**src/rtl/wbu_pkg.sv**
```systemverilog
// Shared types and constants for the write-back/commit stage.
package wbu_pkg;

  typedef enum logic [2:0] {
    BOOT,
    IDLE,
    COMMIT,
    NOTIFY,
    HALT
  } state_t;

  localparam logic [31:0] DEFAULT_RESET_PC = 32'h3000_0000;
  localparam logic [31:0] PC_INC           = 32'd4;

  // Everything execute hands over for one retired instruction.
  typedef struct packed {
    logic [31:0] res;
    logic [31:0] pc_next;
    logic [4:0]  rd;
    logic        wen;
    logic        brch;
    logic        jump;
    logic        ebreak;
  } payload_t;

endpackage

```
**src/rtl/wbu_npc.sv**
```systemverilog
// Next-PC selection: jump or taken branch goes to target, otherwise fall through.
module wbu_npc
  import wbu_pkg::*;
(
  input  logic [31:0] pc,
  input  logic [31:0] target,
  input  logic        brch,
  input  logic        jump,
  input  logic        res0,
  output logic [31:0] npc,
  output logic        misalign
);

  logic taken;

  assign taken    = jump | (brch & res0);
  assign npc      = taken ? target : pc + PC_INC;
  assign misalign = |npc[1:0];

endmodule

```
**src/rtl/wbu_commit.sv**
```systemverilog
// Write-back/commit stage: register-file write, architectural PC, fetch
// notification, halt handling and retired-instruction counting.
module wbu_commit
  import wbu_pkg::*;
#(
  parameter logic [31:0] RESET_PC = DEFAULT_RESET_PC,
  parameter int          CNT_W    = 64
) (
  input  logic             clock,
  input  logic             i_rst,
  input  logic             i_pre_valid,
  output logic             o_pre_ready,
  input  logic [31:0]      i_res,
  input  logic [31:0]      i_pc_next,
  input  logic [4:0]       i_rd,
  input  logic             i_wen,
  input  logic             i_brch,
  input  logic             i_jump,
  input  logic             i_ebreak,
  output logic             o_rf_wen,
  output logic [4:0]       o_rf_waddr,
  output logic [31:0]      o_rf_wdata,
  output logic [31:0]      o_pc,
  output logic             o_post_valid,
  input  logic             i_post_ready,
  output logic             o_halt,
  output logic             o_misalign,
  output logic [CNT_W-1:0] o_commit_cnt
);

  state_t      state;
  payload_t    lat;
  logic [31:0] npc;
  logic        npc_misalign;

  wbu_npc u_npc (
    .pc       (o_pc),
    .target   (lat.pc_next),
    .brch     (lat.brch),
    .jump     (lat.jump),
    .res0     (lat.res[0]),
    .npc      (npc),
    .misalign (npc_misalign)
  );

  assign o_pre_ready = (state == IDLE);
  // Branches reuse res as the taken flag, so they never write rd; x0 is never written.
  assign o_rf_wen    = (state == COMMIT) && lat.wen && !lat.brch && (lat.rd != 5'd0);
  assign o_rf_waddr  = lat.rd;
  assign o_rf_wdata  = lat.res;

  always_ff @(posedge clock) begin
    if (i_rst) begin
      state        <= BOOT;
      lat          <= '0;
      o_pc         <= RESET_PC;
      o_post_valid <= 1'b0;
      o_halt       <= 1'b0;
      o_misalign   <= 1'b0;
      o_commit_cnt <= '0;
    end else begin
      case (state)
        // First fetch of RESET_PC; valid rises one cycle after reset releases.
        BOOT: begin
          if (o_post_valid && i_post_ready) begin
            o_post_valid <= 1'b0;
            state        <= IDLE;
          end else begin
            o_post_valid <= 1'b1;
          end
        end
        IDLE: begin
          if (i_pre_valid) begin
            lat.res     <= i_res;
            lat.pc_next <= i_pc_next;
            lat.rd      <= i_rd;
            lat.wen     <= i_wen;
            lat.brch    <= i_brch;
            lat.jump    <= i_jump;
            lat.ebreak  <= i_ebreak;
            state       <= COMMIT;
          end
        end
        // ebreak wins over a misaligned target and still moves the PC.
        COMMIT: begin
          o_commit_cnt <= o_commit_cnt + 1'b1;
          if (lat.ebreak) begin
            o_pc   <= npc;
            o_halt <= 1'b1;
            state  <= HALT;
          end else if (npc_misalign) begin
            o_misalign <= 1'b1;
            o_halt     <= 1'b1;
            state      <= HALT;
          end else begin
            o_pc         <= npc;
            o_post_valid <= 1'b1;
            state        <= NOTIFY;
          end
        end
        NOTIFY: begin
          if (i_post_ready) begin
            o_post_valid <= 1'b0;
            state        <= IDLE;
          end
        end
        HALT: begin
          state <= HALT;
        end
        default: begin
          state <= BOOT;
        end
      endcase
    end
  end

endmodule

```
**config.mk**
```make
export PLATFORM = sky130hd
export DESIGN_NAME = wbu_commit
export DESIGN_NICKNAME = d
export VERILOG_FILES = /design/src/rtl/wbu_pkg.sv /design/src/rtl/wbu_npc.sv /design/src/rtl/wbu_commit.sv
export SDC_FILE = /design/constraint.sdc
export NUM_CORES = 1
export LEC_CHECK = 0
export CAP_MARGIN = 20
export CORE_UTILIZATION = 49
export DETAILED_ROUTE_END_ITERATION = 8
export PLACE_DENSITY = 0.87
export SYNTH_ARGS = -nofsm -noshare
export SYNTH_HDL_FRONTEND = slang
export SYNTH_SLANG_ARGS = --single-unit
```
**constraint.sdc**
```tcl
create_clock -name clock -period 2.5 [get_ports clock]
set_input_delay 0.25 -clock clock [delete_from_list [all_inputs] [get_ports clock]]
set_output_delay 0.25 -clock clock [all_outputs]
set_load 0.02 [all_outputs]
```
==> flow_summary.toml <==
[critical_path]
worstPathMaxFanout = 7
setup.worst_path.end_class = "primary output"
r2r_start = "o_commit_cnt[4]$_SDFFE_PP0N_"
cpMaxStageDelayCell = "sky130_fd_sc_hd__or3b_1"
timing.critical_path.required_ns = 2.25
slowest_delay_ns = 0.46
r2r_end = "o_commit_cnt[47]$_SDFFE_PP0N_"
setup.worst_path.class = "flip-flop to primary output"
worst_r2r_path_depth = 6
worst_setup_path_start_kind = "flip-flop"
cp.arrival_ns = 2.03
reg2reg_slack_ns = 0.23
critical_path.cell_chain = "or3b_1 > buf_4 > nor4b_1 > dlygate4sd2_1"

[synth]
netlist_top_cells_area = "sky130_fd_sc_hd__dfxtp_1, sky130_fd_sc_hd__nand2_1, sky130_fd_sc_hd__a21oi_1"
yosys.area_share.simple = 0.276
postSynth.asyncResetShare = 0
synthMuxAreaShare = 0.00627
yosys_warnings = 0
syn-cell-area_um2 = 8180
post_synth_xor_area_fraction = 0.0289
synth_top_flop_cell = "sky130_fd_sc_hd__dfxtp_1"
synthAdderAreaFrac = 0.00306
synth-seq-cells = 175
number_of_flops_mapped_to_enable_cells_by_yosys = 0
post_synth_inst_count = 1041
netlist.area_leader.share = 0.429
synth_seq_area_share = 0.429
synthMostInstantiatedCell = "sky130_fd_sc_hd__nand2_1"
synthesized_net_count = 1120
list_of_most_frequent_post_synthesis_cells = "sky130_fd_sc_hd__nand2_1, sky130_fd_sc_hd__dfxtp_1, sky130_fd_sc_hd__a21oi_1, sky130_fd_sc_hd__nor2_1, sky130_fd_sc_hd__clkbuf_1"
synth_top_cell_by_area = "sky130_fd_sc_hd__dfxtp_1"
synth_compound_gate_area_share = 0.189
post_synth.cell_area_avg_um2 = 7.85
synth_cell_type_count = 60
synth_top_family_by_area = "simple AND/OR/NAND/NOR gates"

[clock_tree]
tritoncts = "yes"
cts.sinks = 175
cts_root_buffer = "sky130_fd_sc_hd__clkbuf_16"
post_cts_buffers = 0
worstSkewPairLatency_ns = 0.43
ctsHtreeMaxLevel = 4
cts_hold_buffers = 0
cts_resizes = 1
clk_path_buf_depth = 2
cts_buffers = 17
clkTransAtPathRegs_ns = 0.06

[power]
cellPowerDensity_nw_per_um2 = 670
p_sw_frac = 0.297
leakage_power_nw = 3.55
fin_total_pwr_w = 0.00731
p_int_w = 0.00514
comb_power_share = 0.209
power.switching_w = 0.00217
vdd.ir_drop.worst_v = 0.000519
p_seq_frac = 0.429
clock_power_share = 0.362

[grt]
grt_max_degree = 74
overflow = 0
antenna_found_initial = 0
wire_length_of_the_first_global_routing_pass_um = 37100
globalRouteTotalUtil = 0.262
first_global_vias = 7302

[route]
dr_wl_met2_um = 11300
drc = 0
first_iter_violations = 679
routed.top_layer = "met4"
finalWirelength_um = 22700
detail_route.first_pass.iterations = 5
post_drt_via_cell_ratio = 5.71
route.detailed.wl_per_inst_um = 15.8
wl_met1_um = 9460
detailroute.via_count = 8175
detailroute.wirelength.met3_um = 1650
drt.antenna.violating_nets = 0

[sta]
setup_violations = 0
layout_min_cycle_time_ns = 2.28
worst_clock_skew_ns = 0.00898
max_slew_margin = 0.522
max_freq_ghz = 0.439
report.final.slew_viol_count = 0
unrepaired_setup_endpoints_after_global_routing = "no"
final.setup.tns_ns = 0
layout_worst_path_cycle_share = 0.912
final-hold-violation-count = 0
max_slew.worst_pin.slew_ns = 0.717

[cells_and_area]
finish.net_count = 1283
flow.area_growth_from_synthesis_pct = 33.3
ratio_of_cells_with_drive_above_1_in_the_final_layout = 0.0600
sequential_cell_area_um2 = 3500
n_antenna_cell = 0
multi_input_area_um2 = 4130
number_of_fillers_in_the_final_layout = 1305

[place]
dp_hpwl_um = 15700
finalWeightedCongestion = 0.923
io_buffers = 214

[floorplan]
die_w_um = 131
placeableCoreArea_um2 = 16100
start_util = 0.509
io_pins = 215
die-area_um2 = 17200
fp-row-count = 46
die_height_um = 131

[min_path]
whs_endpoint = "o_misalign$_SDFFE_PP0P_"
hold_path.class = "primary input to flip-flop"
min_delay_path_depth = 2
hp-start = "i_rst"

[job]
max_cap_violations = 0

[outcome]
outcome = "finished, final reports clean"
cell type report:
| cell class | count | area share |
|---|---|---|
| Multi-Input combinational cell | 758 | 0.379 |
| Timing Repair Buffer | 240 | 0.218 |
| Inverter | 12 | 0.00413 |
| Clock inverter | 12 | 0.0123 |
| Sequential cell | 175 | 0.321 |
| Clock buffer | 19 | 0.0406 |
| Tap cell | 216 | 0.0248 |
kinds of logic after synthesis:
group / count (synthesis)
compound gates: 261
xor+xnor: 27
fa+ha+maj: 2
buf+inv: 108
flops: 175
mux: 5
simple gates: 463
metal layers:
metal,up-vias,track usage
li1,4008,-
met4,0,0.0719
met3,29,0.0536
met5,-,0
met1,3801,0.341
met2,337,0.438
sequential cells by signal, summed over array words and instances (netlist names):
name and cells:
o_pc 32, state 3, lat 36, o_halt 1, o_rf_wdata 32, o_rf_waddr 5, o_misalign 1, o_post_valid 1
o_commit_cnt 64
worst max-delay path: cells and delay by family, from the launching register on:
kind / cells / cell delay, ns
AND/OR/NAND/NOR: 2 / 0.70
buffers and inverters: 2 / 0.59
flip-flops: 1 / 0.30
metrics by stage:
step	std cells	instance area, um^2	hold slack, ns	utilization	setup slack (ns)
2_1_floorplan	1041	8180	0.386	-	0.218
3_3_place_gp	1401	10300	0.440	0.642	0.343
3_5_place_dp	1401	10300	0.442	0.642	0.207
6_report	1432	10900	0.225	0.679	0.221
4_1_cts	1432	10900	0.218	0.678	0.166
5_1_grt	1432	10900	0.219	0.679	0.0555
how the worst max path moves through the flow:
| stage | from | endpoint | slack [ns] | depth (start not counted) |
|---|---|---|---|---|
| 2_1_floorplan | o_pc[2]$_SDFFE_PP0P_ | o_pc[30]$_SDFFE_PP0P_ | 0.22 | 6 |
| 4_1_cts | state[0]$_SDFFE_PP0P_ | o_pre_ready | 0.17 | 3 |
| 3_5_place_dp | o_commit_cnt[4]$_SDFFE_PP0N_ | o_commit_cnt[47]$_SDFFE_PP0N_ | 0.21 | 6 |
| 5_1_grt | o_commit_cnt[4]$_SDFFE_PP0N_ | o_commit_cnt[55]$_SDFFE_PP0N_ | 0.06 | 6 |
| 3_3_place_gp | o_commit_cnt[4]$_SDFFE_PP0N_ | o_commit_cnt[55]$_SDFFE_PP0N_ | 0.34 | 6 |
| 6_report | state[2]$_SDFFE_PP0P_ | o_rf_wen | 0.22 | 4 |
cells in the final DEF, fill, tap and decap left out, drive strengths merged, types with 5 or more instances in the layout:
| cell type | count |
|---|---|
| o22ai | 5 |
| clkbuf | 19 |
| nor4 | 7 |
| and3 | 17 |
| a21o | 5 |
| o31ai | 20 |
| nor3b | 6 |
| nand4 | 35 |
| and2 | 7 |
| o41ai | 6 |
| xnor2 | 7 |
| and4 | 12 |
| nor2 | 62 |
| a21oi | 137 |
| nand2 | 209 |
| or4 | 16 |
| dfxtp | 175 |
| buf | 27 |
| nor3 | 15 |
| nand3 | 48 |
| clkdlybuf4s50 | 212 |
| a211oi | 11 |
| inv | 17 |
| a32o | 6 |
| o21ai | 43 |
| or3 | 17 |
| xor2 | 20 |
power by group through the flow:
stage	registers, W	logic, W	clock network [W]
2_1_floorplan	0.00319	0.00101	0
3_3_place_gp	0.00318	0.00151	0
3_5_place_dp	0.00319	0.00153	0
4_1_cts	0.00313	0.00153	0.00268
5_1_grt	0.00316	0.00166	0.00281
6_report	0.00313	0.00152	0.00265
No activity file was read; power rests on OpenSTA's default activity.
